<file path="src/rtl/fixed_point_seq_divider_if.sv">
// Start/busy/valid handshake and operand/result bus for the divider.
// Carries signed_op only when SIGNED_DIV_EN is defined.
interface fixed_point_seq_divider_if #(
  parameter int WIDTH = 10
);
  logic             start;
  logic [WIDTH-1:0] a;
  logic [WIDTH-1:0] b;
  logic             busy;
  logic             valid;
  logic             dvz;
  logic             ovf;
  logic [WIDTH-1:0] q;
  logic [WIDTH-1:0] r;
`ifdef SIGNED_DIV_EN
  logic             signed_op;

  modport master (
    output start, a, b, signed_op,
    input  busy, valid, dvz, ovf, q, r
  );

  modport slave (
    input  start, a, b, signed_op,
    output busy, valid, dvz, ovf, q, r
  );
`else
  modport master (
    output start, a, b,
    input  busy, valid, dvz, ovf, q, r
  );

  modport slave (
    input  start, a, b,
    output busy, valid, dvz, ovf, q, r
  );
`endif
endinterface

</file>
<file path="src/rtl/fixed_point_seq_divider.sv">
// Sequential restoring divider for unsigned QI.F operands, one bit/clk.
// Define SIGNED_DIV_EN for optional two's complement operation.
module fixed_point_seq_divider #(
  parameter int WIDTH = 10,
  parameter int FRAC  = 5
) (
  input logic                     clk,
  input logic                     rst,
  fixed_point_seq_divider_if.slave bus
);
  localparam int N  = WIDTH + FRAC;
  localparam int CW = $clog2(N + 1);
  localparam logic [CW-1:0] FRAC_C = CW'(FRAC);
  localparam logic [CW-1:0] LAST_C = CW'(N - 1);

  typedef enum logic [1:0] {
    IDLE,
    LOAD,
    ITER,
    DONE
  } state_t;

  state_t state;
  state_t state_nxt;

  logic [N-1:0]     d_q;
  logic [WIDTH-1:0] p_q;
  logic [WIDTH-1:0] b_q;
  logic [CW-1:0]    cnt;
  logic [WIDTH-1:0] q_q;
  logic [WIDTH-1:0] r_q;
  logic             dvz_q;
  logic             ovf_q;

  logic [WIDTH:0]   p_sh;
  logic [WIDTH:0]   p_diff;
  logic [WIDTH-1:0] p_nxt;
  logic [N-1:0]     d_nxt;
  logic             qbit;
  logic             abort;
  logic             last;

  logic [WIDTH-1:0] a_mag;
  logic [WIDTH-1:0] b_mag;
  logic [WIDTH-1:0] q_fin;
  logic [WIDTH-1:0] r_fin;
  logic             ovf_fin;

`ifdef SIGNED_DIV_EN
  localparam logic [WIDTH-1:0] HALF =
    {1'b1, {(WIDTH-1){1'b0}}};

  logic neg_a;
  logic neg_b;
  logic sop_q;
  logic qneg_q;
  logic rneg_q;

  assign neg_a = bus.signed_op & bus.a[WIDTH-1];
  assign neg_b = bus.signed_op & bus.b[WIDTH-1];
  assign a_mag = neg_a ? -bus.a : bus.a;
  assign b_mag = neg_b ? -bus.b : bus.b;
`else
  assign a_mag = bus.a;
  assign b_mag = bus.b;
`endif

  // Stored remainder stays below B, so only the shifted value needs
  // the extra bit; its borrow after subtracting B is the inverted qbit.
  always_comb begin
    p_sh   = {p_q, d_q[N-1]};
    p_diff = p_sh - {1'b0, b_q};
    qbit   = ~p_diff[WIDTH];
    p_nxt  = qbit ? p_diff[WIDTH-1:0] : p_sh[WIDTH-1:0];
    d_nxt  = {d_q[N-2:0], qbit};
    abort  = (cnt < FRAC_C) && qbit;
    last   = (cnt == LAST_C);
  end

  always_comb begin
    q_fin   = d_nxt[WIDTH-1:0];
    r_fin   = p_nxt;
    ovf_fin = 1'b0;
`ifdef SIGNED_DIV_EN
    if (sop_q) begin
      if (qneg_q ? (q_fin > HALF) : (q_fin >= HALF)) begin
        ovf_fin = 1'b1;
        q_fin   = '0;
        r_fin   = '0;
      end else begin
        if (qneg_q) q_fin = -q_fin;
        if (rneg_q) r_fin = -r_fin;
      end
    end
`endif
  end

  always_ff @(posedge clk or negedge rst) begin
    if (!rst) state <= IDLE;
    else      state <= state_nxt;
  end

  always_comb begin
    state_nxt = state;
    unique case (state)
      IDLE:    if (bus.start) state_nxt = LOAD;
      LOAD:    state_nxt = (bus.b == '0) ? DONE : ITER;
      ITER:    if (abort || last) state_nxt = DONE;
      DONE:    state_nxt = IDLE;
      default: state_nxt = IDLE;
    endcase
  end

  always_comb begin
    bus.busy  = (state != IDLE);
    bus.valid = (state == DONE);
  end

  always_ff @(posedge clk or negedge rst) begin
    if (!rst) begin
      d_q   <= '0;
      p_q   <= '0;
      b_q   <= '0;
      cnt   <= '0;
      q_q   <= '0;
      r_q   <= '0;
      dvz_q <= 1'b0;
      ovf_q <= 1'b0;
    end else begin
      unique case (state)
        LOAD: begin
          d_q   <= N'(a_mag) << FRAC;
          b_q   <= b_mag;
          p_q   <= '0;
          cnt   <= '0;
          q_q   <= '0;
          r_q   <= '0;
          ovf_q <= 1'b0;
          dvz_q <= (bus.b == '0);
        end
        ITER: begin
          d_q <= d_nxt;
          p_q <= p_nxt;
          cnt <= cnt + CW'(1);
          if (abort) begin
            ovf_q <= 1'b1;
          end else if (last) begin
            q_q   <= q_fin;
            r_q   <= r_fin;
            ovf_q <= ovf_fin;
          end
        end
        default: ;
      endcase
    end
  end

`ifdef SIGNED_DIV_EN
  always_ff @(posedge clk or negedge rst) begin
    if (!rst) begin
      sop_q  <= 1'b0;
      qneg_q <= 1'b0;
      rneg_q <= 1'b0;
    end else if (state == LOAD) begin
      sop_q  <= bus.signed_op;
      qneg_q <= neg_a ^ neg_b;
      rneg_q <= neg_a;
    end
  end
`endif

  assign bus.q   = q_q;
  assign bus.r   = r_q;
  assign bus.dvz = dvz_q;
  assign bus.ovf = ovf_q;

endmodule

</file>
<file path="src/flat_wrapper.sv">
// flat-port wrapper written by rule: the top's interface ports become plain ports
module fixed_point_seq_divider_flat 
#(
  parameter int WIDTH = 10,
  parameter int FRAC  = 5
)
  (clk, rst, bus_start, bus_a, bus_b, bus_busy, bus_valid, bus_dvz, bus_ovf, bus_q, bus_r);
  fixed_point_seq_divider_if #(.WIDTH(WIDTH)) bus_i ();
  input logic clk;
  input logic rst;
  input wire logic [$bits(bus_i.start)-1:0] bus_start;
  input wire logic [$bits(bus_i.a)-1:0] bus_a;
  input wire logic [$bits(bus_i.b)-1:0] bus_b;
  output wire logic [$bits(bus_i.busy)-1:0] bus_busy;
  output wire logic [$bits(bus_i.valid)-1:0] bus_valid;
  output wire logic [$bits(bus_i.dvz)-1:0] bus_dvz;
  output wire logic [$bits(bus_i.ovf)-1:0] bus_ovf;
  output wire logic [$bits(bus_i.q)-1:0] bus_q;
  output wire logic [$bits(bus_i.r)-1:0] bus_r;
  assign bus_i.start = bus_start;
  assign bus_i.a = bus_a;
  assign bus_i.b = bus_b;
  assign bus_busy = bus_i.busy;
  assign bus_valid = bus_i.valid;
  assign bus_dvz = bus_i.dvz;
  assign bus_ovf = bus_i.ovf;
  assign bus_q = bus_i.q;
  assign bus_r = bus_i.r;
  fixed_point_seq_divider #(.WIDTH(WIDTH), .FRAC(FRAC)) u_core (.clk(clk), .rst(rst), .bus(bus_i));
endmodule
</file>
<file path="config.mk">
export PLATFORM = sky130hd
export DESIGN_NAME = fixed_point_seq_divider_flat
export DESIGN_NICKNAME = d
export VERILOG_FILES = /design/src/rtl/fixed_point_seq_divider_if.sv /design/src/rtl/fixed_point_seq_divider.sv /design/src/flat_wrapper.sv
export SDC_FILE = /design/constraint.sdc
export NUM_CORES = 1
export LEC_CHECK = 0
export BUFFER_PORTS_ARGS = -buffer_cell sky130_fd_sc_hd__buf_4
export CAP_MARGIN = 30
export CELL_PAD_IN_SITES_DETAIL_PLACEMENT = 0
export CELL_PAD_IN_SITES_GLOBAL_PLACEMENT = 1
export CORE_ASPECT_RATIO = 0.6
export CORE_UTILIZATION = 44
export DETAILED_ROUTE_END_ITERATION = 10
export PLACE_DENSITY_LB_ADDON = 0.1
export SYNTH_ARGS = -nofsm -noshare
export SYNTH_HDL_FRONTEND = slang
export SYNTH_SLANG_ARGS = --single-unit
</file>
<file path="constraint.sdc">
create_clock -name clk -period 3.51 [get_ports clk]
set_input_delay 0.5265 -clock clk [delete_from_list [all_inputs] [get_ports clk]]
set_output_delay 0.5265 -clock clk [all_outputs]
set_load 0.005 [all_outputs]
</file>
==> results by group <==
STA
  • Post-route setup TNS: 0 ns
  • Period utilization: 78.52%
  • Final Max Slew Viols: 0
  • Hold WS: 0.2783 ns
  • Slew Limit Headroom: 46.98%
  • F_max: 362.8 MHz
  • RSZ-0062 raised after global routing: no
  • Final setup viols: 0
  • Final Hold Viols: 0
  • Worst-margin pin slew: 0.7953 ns
  • Final worst path period need: 2.756 ns
  • Worst Skew: 0.006645 ns

Setup path
  • Crit. End Element: flip-flop
  • Slowest library cell on the worst path: fa_1
  • Data required, critical path: 3.75 ns
  • CP Class: reg -> reg
  • R2R setup slack: 0.75 ns
  • CP Cell Sequence: inv_1 -> ha_1 -> fa_1 -> nor2b_1 -> o31ai_2 -> and4b_4 -> nor4_4 -> buf_12 -> mux2_2 -> o31ai_1
  • Top cell family by delay on the critical path: simple AND/OR/NAND/NOR gates
  • Startpoint class of the critical path: flip-flop
  • Crit path DAT: 2.99 ns
  • Sum of buffers and inverters on the critical path: 2
  • Worst path max stage delay: 0.41 ns
  • Critical path fanouts, max: 33

Floorplanning
  • Num ports: 47
  • Row Count: 24
  • Die area: 8038 um2
  • Initial core utilization: 45.88%
  • Die Height: 69.85 um
  • Core area: 7357 um2
  • Die Span X: 115.1 um

Logic synthesis
  • Prevailing post-synth register cell: dfrtp_1
  • Syn_nets: 406
  • Sequential area share after synthesis: 46.70%
  • Adder-Cell Fraction of Synth Area: 7.265%
  • Fraction of synthesized cell area in xor and xnor cells: 1.816%
  • Synthesized instance count: 364
  • Synth top cells by count: 63 x dfrtp_1, 56 x nand2_1, 29 x o21ai_0
  • Yosys top cell area share: 46.70%
  • Most frequent cell after synthesis: dfrtp_1
  • Synthesis Warnings: 0
  • Largest family of logic cells by synthesized area: simple AND/OR/NAND/NOR gates
  • Largest area contributor in the netlist: dfrtp_1
  • Post-synthesis compound-gate area fraction: 16.53%
  • Synth Area in Simple Gates: 17.98%
  • Synth area leaders: dfrtp_1 47%, ha_1 6.7%, nand2_1 6.2%, o21ai_0 4.3%, inv_1 3.1%
  • Number of flops mapped to enable cells by yosys: 0
  • Post-synth cell types: 43
  • Yosys reg bits: 63
  • Netlist Area Pre-Place: 3376 um2
  • Syn Area/Cell: 9.274 um2
  • Synth async-reset ratio: 100.0%
  • Post-synthesis mux area share: 3.966%

Job
  • Total of max-cap violations: 0

Final layout
  • Reg area: 1577 um2
  • Fillers: 678
  • Final instance area: 4177 um2
  • Finished Layout Cells: 517
  • # nets final: 450
  • Number of inserted diodes: 0
  • P&R area growth vs syn: 23.72%
  • Layout cell share with drive strength beyond 1: 19.13%
  • Multi-input gate area: 1605 um2

Clock network
  • Max Buffers Root-to-Sink: 2
  • CTS resizes: 0
  • Hold_buf cts: 0
  • Reg clk slew, reported paths: 0.06 ns
  • Clk sinks: 63
  • CTS tree: done
  • Setup Buffers After CTS: 0
  • Worst skew pair latency: 0.33 ns
  • Root Driver: clkbuf_16
  • TritonCTS buffer count: 9
  • Htree depth: 3

Detailed routing
  • # DRC: 0
  • Final wirelength: 7.345 mm
  • Antenna Nets Post-Route: 0
  • DR WL/cell: 14.21 um
  • Iter 0 DRT Violations: 174
  • DR pass1 iterations: 4
  • Via density: 5.166
  • Via total after detailed routing: 2671

Global route
  • First-pass GRT wire length: 12.53 mm
  • Initial antenna violation count: 0
  • Vias in the first global route: 2511
  • All-layer global routing usage: 20.57%
  • Largest net degree at the start of global routing: 64
  • Total gr overflow: 0

Status
  • Status: complete, no violations

Power
  • Maximum VDD drop: 1.168 mV
  • Pwr/cell area: 929.6 nW/um2
  • P_leak: 1.924 nW
  • Power Total: 3.882 mW

Placed design
  • I/O Buffers: 46
  • Cells after DPL: 501
  • Routability Congestion: 0.8458
  • DP HPWL: 5.130 mm
  • Cell Area, Placed: 3831 um2

Min path
  • Hold WC Path Type: in -> async
[metrics by stage]
| stage | setup WS (ns) | utilization, % |
|---|---|---|
| 3_3_place_gp | 0.8264 | 52.07 |
| 4_1_cts | 0.7533 | 56.77 |
| 2_1_floorplan | 1.041 | - |
| 5_1_grt | 0.5830 | 56.77 |
| 6_report | 0.7540 | 56.77 |
| 3_5_place_dp | 0.7467 | 52.07 |
[where the power goes]
group          switching (mW)  leakage [nW]  internal (mW)
Combinational            1.15         0.932          0.650
Sequential              0.118         0.826          0.939
Clock                   0.327         0.166          0.695
[final cells by class]
type / instances / area share, %
Multi-Input combinational cell: 252 / 38.44
Tap cell: 104 / 3.116
Inverter: 29 / 2.606
Sequential cell: 63 / 37.75
Clock buffer: 9 / 5.392
Clock inverter: 7 / 2.876
Timing Repair Buffer: 53 / 9.826
[registers in the layout, summed over array words and instances, names as in the netlist]
| name | flops |
|---|---|
| u_core.b_q | 10 |
| u_core.bus.dvz | 1 |
| u_core.bus.ovf | 1 |
| u_core.bus.q | 10 |
| u_core.bus.r | 10 |
| u_core.cnt | 4 |
| u_core.d_q | 15 |
| u_core.p_q | 10 |
| u_core.state | 2 |
[layer usage]
metal  global-route usage [%]  part of all wire (%)  up-vias
li1                         -                     -     1380
met1                    29.54                    53     1242
met2                    29.59                    42       42
met3                    5.944                   3.9        7
met4                    6.782                   1.0        0
met5                        0                     0        -
[worst register-to-register path: cells and delay by family, from the launching register on]
family | cells | cell delay, ns
AO/OA/AOI/OAI | 2 | 0.32
AND/OR/NAND/NOR | 3 | 0.71
adder cells (fa/ha/maj) | 2 | 0.61
flip-flops | 1 | 0.37
multiplexers | 1 | 0.38
buffers and inverters | 2 | 0.28
[placed cells by master (no fill, tap or decap), types with 3 or more instances in the layout]
cell / count
a21oi_1: 16
a31oi_1: 6
buf_4: 52
bufinv_16: 3
clkbuf_16: 9
dfrtp_1: 63
ha_1: 18
inv_1: 28
mux2_2: 3
mux2i_1: 10
nand2_1: 56
nand3_1: 13
nand4_1: 14
nor2_1: 17
nor2b_1: 4
nor3_1: 7
o211ai_1: 3
o21a_1: 4
o21ai_0: 29
o221ai_1: 4
o311ai_0: 5
o31ai_1: 12
or2_2: 4
xnor2_1: 4
xor2_1: 3
[cells by family after synthesis]
kind of cell               Yosys count
adders and majority gates           19
buffers and inverters               49
muxes                               13
xor gates and xnor gates             7
AOI/OAI and AO/OA                   87
and+or+nand+nor                    126
DFF                                 63
[worst paths after layout]
check	start	endpoint	cells past startpoint
worst max-delay path	u_core.d_q[14]$_DFFE_PN0P_	u_core.p_q[1]$_DFFE_PN0P_	10
worst min-delay path	rst	u_core.bus.q[4]$_DFFE_PN0P_	1
worst max register to register	u_core.d_q[14]$_DFFE_PN0P_	u_core.p_q[1]$_DFFE_PN0P_	10
worst min register to register	u_core.bus.q[0]$_DFFE_PN0P_	u_core.bus.q[0]$_DFFE_PN0P_	2
max in group asynchronous	rst	u_core.state[1]$_DFFE_PN0P_	1
min in group clk	bus_b[6]	u_core.b_q[6]$_DFFE_PN0P_	3
Power figures use the tool's default switching activity.
